$ cat config.mk
export PLATFORM = sky130hd
export DESIGN_NAME = skew_buffer
export DESIGN_NICKNAME = d
export VERILOG_FILES = /design/src/rtl/skew_buffer.sv
export SDC_FILE = /design/constraint.sdc
export NUM_CORES = 1
export LEC_CHECK = 0
export CAP_MARGIN = 30
export CORE_MARGIN = 3
export CORE_UTILIZATION = 50
export DETAILED_ROUTE_END_ITERATION = 10
export PLACE_DENSITY = 0.76
export SLEW_MARGIN = 20
export SYNTH_ARGS = -nofsm -noshare
export SYNTH_HDL_FRONTEND = slang
export SYNTH_SLANG_ARGS = --single-unit
$ cat constraint.sdc
create_clock -name clk -period 1.1 [get_ports clk]
set_input_delay 0.22 -clock clk [delete_from_list [all_inputs] [get_ports clk]]
set_output_delay 0.22 -clock clk [all_outputs]
set_load 0.05 [all_outputs]
$ cat src/rtl/skew_buffer.sv
// skew_buffer: per-lane diagonal delay stage feeding (skew) or draining (deskew) a systolic array.
// Define SKEW_BUFFER_DESKEW_EN to enable the deskew mode; otherwise only skew delays are built.
module skew_buffer #(
    parameter int N  = 8,
    parameter int DW = 8
) (
    input  logic            clk,
    input  logic            rst_n,
    input  logic            in_valid,
    input  logic [N*DW-1:0] in_data,
    input  logic            in_last,
    input  logic            stall,
    input  logic            mode,
    output logic [N*DW-1:0] out_data,
    output logic [N-1:0]    out_lane_valid,
    output logic            out_last,
    output logic            busy
);
    localparam int CD = N - 1;

    logic         w_accept;
    logic         w_advance;
    logic         w_mode;
    logic         w_max_v;
    logic         w_last_tap;
    logic [N-1:0] w_lane_busy;
    logic [N-1:0] w_end_v;
    logic [CD-1:0] r_last;
    logic          r_out_last;

    assign w_accept  = in_valid & ~stall;
    assign w_advance = ~stall;
    assign busy      = |w_lane_busy;

`ifdef SKEW_BUFFER_DESKEW_EN
    localparam int SW = $clog2(N);
    logic r_mode;

    // NOTE: state registers use non-blocking assignments so every flop samples pre-edge values.
    always_ff @(posedge clk or negedge rst_n) begin
        if (!rst_n) begin
            r_mode <= 1'b0;
        end else if (w_accept && !busy) begin
            r_mode <= mode;
        end
    end

    // The beat that opens a new burst is already routed with the mode it brings.
    assign w_mode = (w_accept && !busy) ? mode : r_mode;
`else
    logic w_unused_mode;
    assign w_unused_mode = mode;
    assign w_mode        = 1'b0;
`endif

    for (genvar i = 0; i < N; i++) begin : g_lane
`ifdef SKEW_BUFFER_DESKEW_EN
        localparam int DEPTH = CD;
`else
        localparam int DEPTH = i;
`endif
        logic          w_in_v;
        logic          w_tap_v;
        logic [DW-1:0] w_in_d;
        logic [DW-1:0] w_tap_d;
        logic          r_out_v;
        logic [DW-1:0] r_out_d;

        assign w_in_v = w_accept;
        assign w_in_d = w_accept ? in_data[i*DW +: DW] : '0;

        if (DEPTH == 0) begin : g_direct
            assign w_tap_v        = w_in_v;
            assign w_tap_d        = w_in_d;
            assign w_lane_busy[i] = 1'b0;
            assign w_end_v[i]     = 1'b0;
        end else begin : g_chain
            logic [DEPTH-1:0]         r_v;
            logic [DEPTH-1:0][DW-1:0] r_d;

            // NOTE: the chain data is cleared on reset too, so a discarded tile leaves no stale bytes.
            always_ff @(posedge clk or negedge rst_n) begin
                if (!rst_n) begin
                    r_v <= '0;
                    r_d <= '0;
                end else if (w_advance) begin
                    r_v[0] <= w_in_v;
                    r_d[0] <= w_in_d;
                    for (int k = 1; k < DEPTH; k++) begin
                        r_v[k] <= r_v[k-1];
                        r_d[k] <= r_d[k-1];
                    end
                end
            end

`ifdef SKEW_BUFFER_DESKEW_EN
            logic [SW-1:0] w_sel;
            assign w_sel = w_mode ? SW'(N - 1 - i) : SW'(i);

            // NOTE: defaults first so the tap mux cannot infer a latch.
            always_comb begin
                w_tap_v = w_in_v;
                w_tap_d = w_in_d;
                for (int k = 1; k <= DEPTH; k++) begin
                    if (w_sel == SW'(k)) begin
                        w_tap_v = r_v[k-1];
                        w_tap_d = r_d[k-1];
                    end
                end
            end
`else
            assign w_tap_v = r_v[DEPTH-1];
            assign w_tap_d = r_d[DEPTH-1];
`endif
            assign w_lane_busy[i] = |r_v;
            assign w_end_v[i]     = r_v[DEPTH-1];
        end

        always_ff @(posedge clk or negedge rst_n) begin
            if (!rst_n) begin
                r_out_v <= 1'b0;
                r_out_d <= '0;
            end else if (w_advance) begin
                r_out_v <= w_tap_v;
                r_out_d <= w_tap_v ? w_tap_d : '0;
            end
        end

        assign out_data[i*DW +: DW] = r_out_d;
        assign out_lane_valid[i]    = r_out_v;
    end

    // Tile-end marker travels the maximum delay and qualifies with the slowest lane.
    always_ff @(posedge clk or negedge rst_n) begin
        if (!rst_n) begin
            r_last     <= '0;
            r_out_last <= 1'b0;
        end else if (w_advance) begin
            r_last[0] <= w_accept & in_last;
            for (int k = 1; k < CD; k++) begin
                r_last[k] <= r_last[k-1];
            end
            r_out_last <= w_last_tap & w_max_v;
        end
    end

    assign w_last_tap = r_last[CD-1];
    assign w_max_v    = w_mode ? w_end_v[0] : w_end_v[N-1];
    assign out_last   = r_out_last;

endmodule
; ---- Yosys cells after proc, flatten, opt, wreduce, memory -nomap -nowiden
; Cells that the tools add are included.
; W data, S select, Z words.
[totals]
regBits = 331
in_bits = 70
[op_classes]
bitwise_logic = 4
mux = 15
n_reduce_logical = 1
[ops]
columns = cell, count
row1 = $mux W8, 15
row2 = $reduce_or A28 Y1, 1
row3 = $and A1 B1 Y1, 3
row4 = $not A1 Y1, 1

; ---- Depth between registers and ports, before layout
[logic_depth]
ltp_word = 3
mapped_depth = 5
ltp_nobuf = 2

; ---- Worst setup path after synthesis
; Ideal clock, no wire load.
[synth_timing]
kind = reg2out
startpoint = register g_lane[7].g_chain.r_v[5]
endpoint = output port busy
path_stages_with_launch = 4
required_ns = 0.880
t_arrival_ns = 1.103
setup_slack_ns = -0.223
path_cell_list = dfrtp_1 > clkbuf_1 > nor4_1 > nand2_1
[synth_between]
elab_chain_cells = 1
[synth_rtl]
columns = element, line
row1 = from (decl), 78  ; logic [DEPTH-1:0] r_v;
row2 = "from (signal, indexed assignment)", 90  ; r_v[k] <= r_v[k-1];
row3 = $reduce_or A28 Y1, 33  ; assign busy = |w_lane_busy;
row4 = to (decl), 17  ; output logic busy
; No other way between the ends.

==> report_table.html <==
<table>
<tr><th>Metric</th><th>Value</th></tr>
<tr><th colspan="2">Global route</th></tr>
<tr><td>Via count of the first global-routing pass</td><td>7,521</td></tr>
<tr><td>Global-route wire length before repair</td><td>37.76 mm</td></tr>
<tr><td>Overflow left after global routing</td><td>0</td></tr>
<tr><td>Initial antenna violation count</td><td>0</td></tr>
<tr><td>GRT Overall Usage</td><td>17.87%</td></tr>
<tr><td>Maximum number of pins on one net before global-route repair</td><td>55</td></tr>
<tr><th colspan="2">Synthesis</th></tr>
<tr><td>Synthesized netlist net count</td><td>994</td></tr>
<tr><td>Count of mapped cells out of synthesis</td><td>924</td></tr>
<tr><td>Main area contributors after synthesis</td><td>sky130_fd_sc_hd__dfrtp_1 (65%), sky130_fd_sc_hd__mux2_2 (17%), sky130_fd_sc_hd__nand2_1 (7.8%)</td></tr>
<tr><td>Count of yosys warnings during synthesis</td><td>0</td></tr>
<tr><td>Top-area cell type share of the netlist area</td><td>64.80%</td></tr>
<tr><td>Library cell with the largest summed area after synthesis</td><td>sky130_fd_sc_hd__dfrtp_1</td></tr>
<tr><td>Portion of the post-synthesis area used by sequential elements</td><td>64.80%</td></tr>
<tr><td>Netlist cell types</td><td>10</td></tr>
<tr><td>Average instance area after synthesis</td><td>12.70 µm²</td></tr>
<tr><td>Post-synthesis instance area</td><td>11,740 µm²</td></tr>
<tr><td>Number of synthesized register bits</td><td>304</td></tr>
<tr><th colspan="2">Floorplan</th></tr>
<tr><td>Starting density of the core</td><td>51.38%</td></tr>
<tr><td>Floorplan die width</td><td>159.2 µm</td></tr>
<tr><td>Number of cell rows</td><td>55</td></tr>
<tr><td>Ports placed on the boundary</td><td>144</td></tr>
<tr><td>Core Area</td><td>22,850 µm²</td></tr>
<tr><td>Area of the die</td><td>25,350 µm²</td></tr>
<tr><td>Vertical die dimension</td><td>159.2 µm</td></tr>
<tr><th colspan="2">Cells and area</th></tr>
<tr><td>Count of nets after finishing</td><td>1,183</td></tr>
<tr><td>Most common library cell in the layout ignoring fill and taps</td><td>sky130_fd_sc_hd__dfrtp_1</td></tr>
<tr><td>Signed area change from the synthesized netlist to the final layout</td><td>33.32%</td></tr>
<tr><td>Post-Route Utilization</td><td>68.50%</td></tr>
<tr><td>Final Instance Area</td><td>15,650 µm²</td></tr>
<tr><td>Fraction of layout cells with a size suffix above 1</td><td>34.19%</td></tr>
<tr><td># fillers</td><td>1,585</td></tr>
<tr><td>Number of standard cells in the layout, taps in and fillers out</td><td>1,448</td></tr>
<tr><td>Most used cells in the layout excluding fill and tap cells</td><td>sky130_fd_sc_hd__dfrtp_1 (303), sky130_fd_sc_hd__nand2_1 (244), sky130_fd_sc_hd__mux2_2 (181), sky130_fd_sc_hd__o21ai_0 (120), sky130_fd_sc_hd__buf_12 (90)</td></tr>
<tr><td>Count of inserted antenna diode cells</td><td>0</td></tr>
<tr><th colspan="2">Worst hold path</th></tr>
<tr><td>Number of cells on the worst hold path</td><td>2</td></tr>
<tr><td>Critical hold path startpoint</td><td>stall</td></tr>
<tr><td>Path class of the lowest-slack min-delay path</td><td>input pin to register</td></tr>
<tr><td>Hold worst-path end</td><td>g_lane[6].w_tap_d[5]</td></tr>
<tr><th colspan="2">STA</th></tr>
<tr><td>Final Critical Period</td><td>1.717 ns</td></tr>
<tr><td>Count of endpoints failing hold in the final timing report</td><td>0</td></tr>
<tr><td>Final worst hold slack</td><td>0.07124 ns</td></tr>
<tr><td>Clk_skew</td><td>0.006771 ns</td></tr>
<tr><td>Worst-case headroom to the max-slew limit</td><td>73.19%</td></tr>
<tr><td>Slew Viols, Final</td><td>0</td></tr>
<tr><td>Setup violation total in the final timing report</td><td>74</td></tr>
<tr><td>Final setup slack of the worst path</td><td>-0.6169 ns</td></tr>
<tr><td>Maximum frequency from static timing analysis</td><td>0.5825 GHz</td></tr>
<tr><td>Unrepaired setup endpoints after global routing</td><td>yes</td></tr>
<tr><td>Transition time at the pin with the least slew margin</td><td>0.4021 ns</td></tr>
<tr><td>Final worst path period share</td><td>156.1%</td></tr>
<tr><td>Total negative slack for setup checks</td><td>-18.23 ns</td></tr>
<tr><th colspan="2">Worst setup path</th></tr>
<tr><td>RR Startpoint</td><td>g_lane[6].r_out_v</td></tr>
<tr><td>FF-to-FF setup slack</td><td>0 ns</td></tr>
<tr><td>Crit Path Category</td><td>register to output port</td></tr>
<tr><td>WP data required</td><td>0.88 ns</td></tr>
<tr><td>Worst setup EP type</td><td>output port</td></tr>
<tr><td>Largest fanout of any net on the critical path</td><td>2</td></tr>
<tr><td>Crit Reg-Reg Endpoint</td><td>g_lane[7].r_out_v</td></tr>
<tr><td>Worst Reg-to-Reg Cells</td><td>3</td></tr>
<tr><td>CP startpoint kind</td><td>register</td></tr>
<tr><td>Critical Path AT</td><td>1.50 ns</td></tr>
<tr><th colspan="2">Power and ir drop</th></tr>
<tr><td>Cell internal power dissipation</td><td>22.41 mW</td></tr>
<tr><td>Logic gate share of total power</td><td>21.5%</td></tr>
<tr><td>Net switching share of the total power</td><td>26.86%</td></tr>
<tr><td>Max VDD drop</td><td>1.005 mV</td></tr>
<tr><td>Clock network fraction of design power</td><td>33.5%</td></tr>
<tr><td>Total power divided by cell area</td><td>1957 nW/µm²</td></tr>
<tr><td>Cell leakage power</td><td>7.272 nW</td></tr>
<tr><td>P_sw</td><td>8.229 mW</td></tr>
<tr><td>Flop pwr share</td><td>45.0%</td></tr>
<tr><th colspan="2">Detailed routing</th></tr>
<tr><td>Number of design-rule violations left by the first detailed-router iteration</td><td>462</td></tr>
<tr><td>Overall routed net length</td><td>22.28 mm</td></tr>
<tr><td>Via-per-instance ratio</td><td>4.998</td></tr>
<tr><td>Number of vias after detailed routing</td><td>7,237</td></tr>
<tr><td>Number of nets still failing antenna checks after routing</td><td>0</td></tr>
<tr><td>Initial DRT Pass Iterations</td><td>4</td></tr>
<tr><td>Routed length per placed instance</td><td>15.39 µm</td></tr>
<tr><td>Total DRC errors in the routed layout</td><td>0</td></tr>
<tr><th colspan="2">Clock network</th></tr>
<tr><td>TritonCTS buffer count</td><td>31</td></tr>
<tr><td>Clock edge transition at the registers on the reported setup and hold paths</td><td>0.06 ns</td></tr>
<tr><td>CTS tree</td><td>built</td></tr>
<tr><td>Deepest clock path buffer count</td><td>3</td></tr>
<tr><td>Cell at the root of the clock tree</td><td>sky130_fd_sc_hd__clkbuf_16</td></tr>
<tr><td>Clock latency of the later-clocked register in the worst-skew pair</td><td>0.54 ns</td></tr>
<tr><td>Deepest level of the CTS H-tree</td><td>1</td></tr>
<tr><td>CTS sink count</td><td>304</td></tr>
<tr><th colspan="2">Placed design</th></tr>
<tr><td>Last weighted congestion value of the routability-driven placer</td><td>0.7627</td></tr>
<tr><td>DPL Wire Length</td><td>14.08 mm</td></tr>
<tr><td>Placed cell count</td><td>1,357</td></tr>
<tr><td>Post-DP Area</td><td>14,300 µm²</td></tr>
<tr><td>Number of port buffers</td><td>142</td></tr>
<tr><th colspan="2">Flow run</th></tr>
<tr><td>Number of max-cap violations</td><td>0</td></tr>
<tr><th colspan="2">Run status</th></tr>
<tr><td>Status</td><td>complete, but fails checks</td></tr>
<tr><td>Violated checks</td><td>negative setup slack</td></tr>
</table>
worst max path at each step:
stage / from / endpoint / slack, ns / cells past startpoint
after floorplan: g_lane[7].g_chain.r_v[5] / busy / -0.11 / 3
after global placement: stall / g_lane[7].w_tap_d[1] / -0.09 / 3
after detailed placement: g_lane[3].g_chain.r_v[1] / busy / -0.12 / 3
after CTS: g_lane[6].r_out_v / busy / -0.68 / 3
after global routing: g_lane[6].r_out_v / busy / -0.69 / 3
final: g_lane[6].r_out_v / busy / -0.62 / 3
power by group through the flow:
stage          sequential [mW]  combinational (mW)  clock, mW
3_5_place_dp              14.0                6.15          0
6_report                  13.8                6.58       10.3
2_1_floorplan             14.7                2.41          0
5_1_grt                   14.0                7.02       11.0
4_1_cts                   13.8                6.62       10.5
3_3_place_gp              13.9                6.00          0
cell families after synthesis:
kind of cell           synth area share (%)
and+or+nand+nor                       7.930
buffers and inverters                 4.604
DFF                                   64.80
muxes                                 17.46
AOI/OAI and AO/OA                     5.201
sequential cells by signal (all words and copies together) (netlist names):
name,count
g_lane.w_tap_d,48
g_lane.r_out_d,64
g_lane.g_chain.r_v,6
g_lane.g_chain.r_d,176
g_lane.r_out_v,2
r_last,7
out_last,1
stage by stage:
stage,total power [mW],worst slack [ns]
floorplan,17.09,-0.1106
global placement,19.91,-0.08655
detailed placement,20.15,-0.1221
CTS,30.95,-0.6762
global route,32.04,-0.6862
finish,30.63,-0.6169
area by class of cell:
class,instances,area (µm²),share of cell area (%)
clock buffer,50,927.1,5.924
sequential,304,7609,48.62
multi-input combinational,551,3608,23.06
timing repair buffer,225,3037,19.40
clock inverter,5,77.57,0.4957
tap,313,391.6,2.502
critical path: stages, from the launching register on:
cell and delay, ns:
sky130_fd_sc_hd__dfrtp_1 0.39, sky130_fd_sc_hd__nor4_2 0.29, sky130_fd_sc_hd__nand2_2 0.12, sky130_fd_sc_hd__buf_6 0.16
timing repair:
action	in CTS	in global routing
endpoints found under the hold margin	306	0
hold buffers	2	0
resized for setup	18	9
gates cloned	0	0
buffers inserted	23	15
endpoints found under the setup margin	74	84
pin swaps	1	0
layer usage:
metal  vias up  GRT usage, %  routed length, µm
met2       169         29.51              10760
met4         0         5.253                517
li1       3471             -                  -
met5         -             0                  0
met3        48         3.642               1342
met1      3549         24.24               9661
synthesized netlist by cell type:
cell type / n
sky130_fd_sc_hd__buf_2: 9
sky130_fd_sc_hd__buf_4: 12
sky130_fd_sc_hd__buf_6: 30
sky130_fd_sc_hd__clkbuf_1: 18
sky130_fd_sc_hd__o21ai_0: 122
sky130_fd_sc_hd__nand2_1: 245
sky130_fd_sc_hd__nor4_1: 1
sky130_fd_sc_hd__nor3_1: 1
sky130_fd_sc_hd__dfrtp_1: 304
sky130_fd_sc_hd__mux2_2: 182
Power figures use the tool's default switching activity.
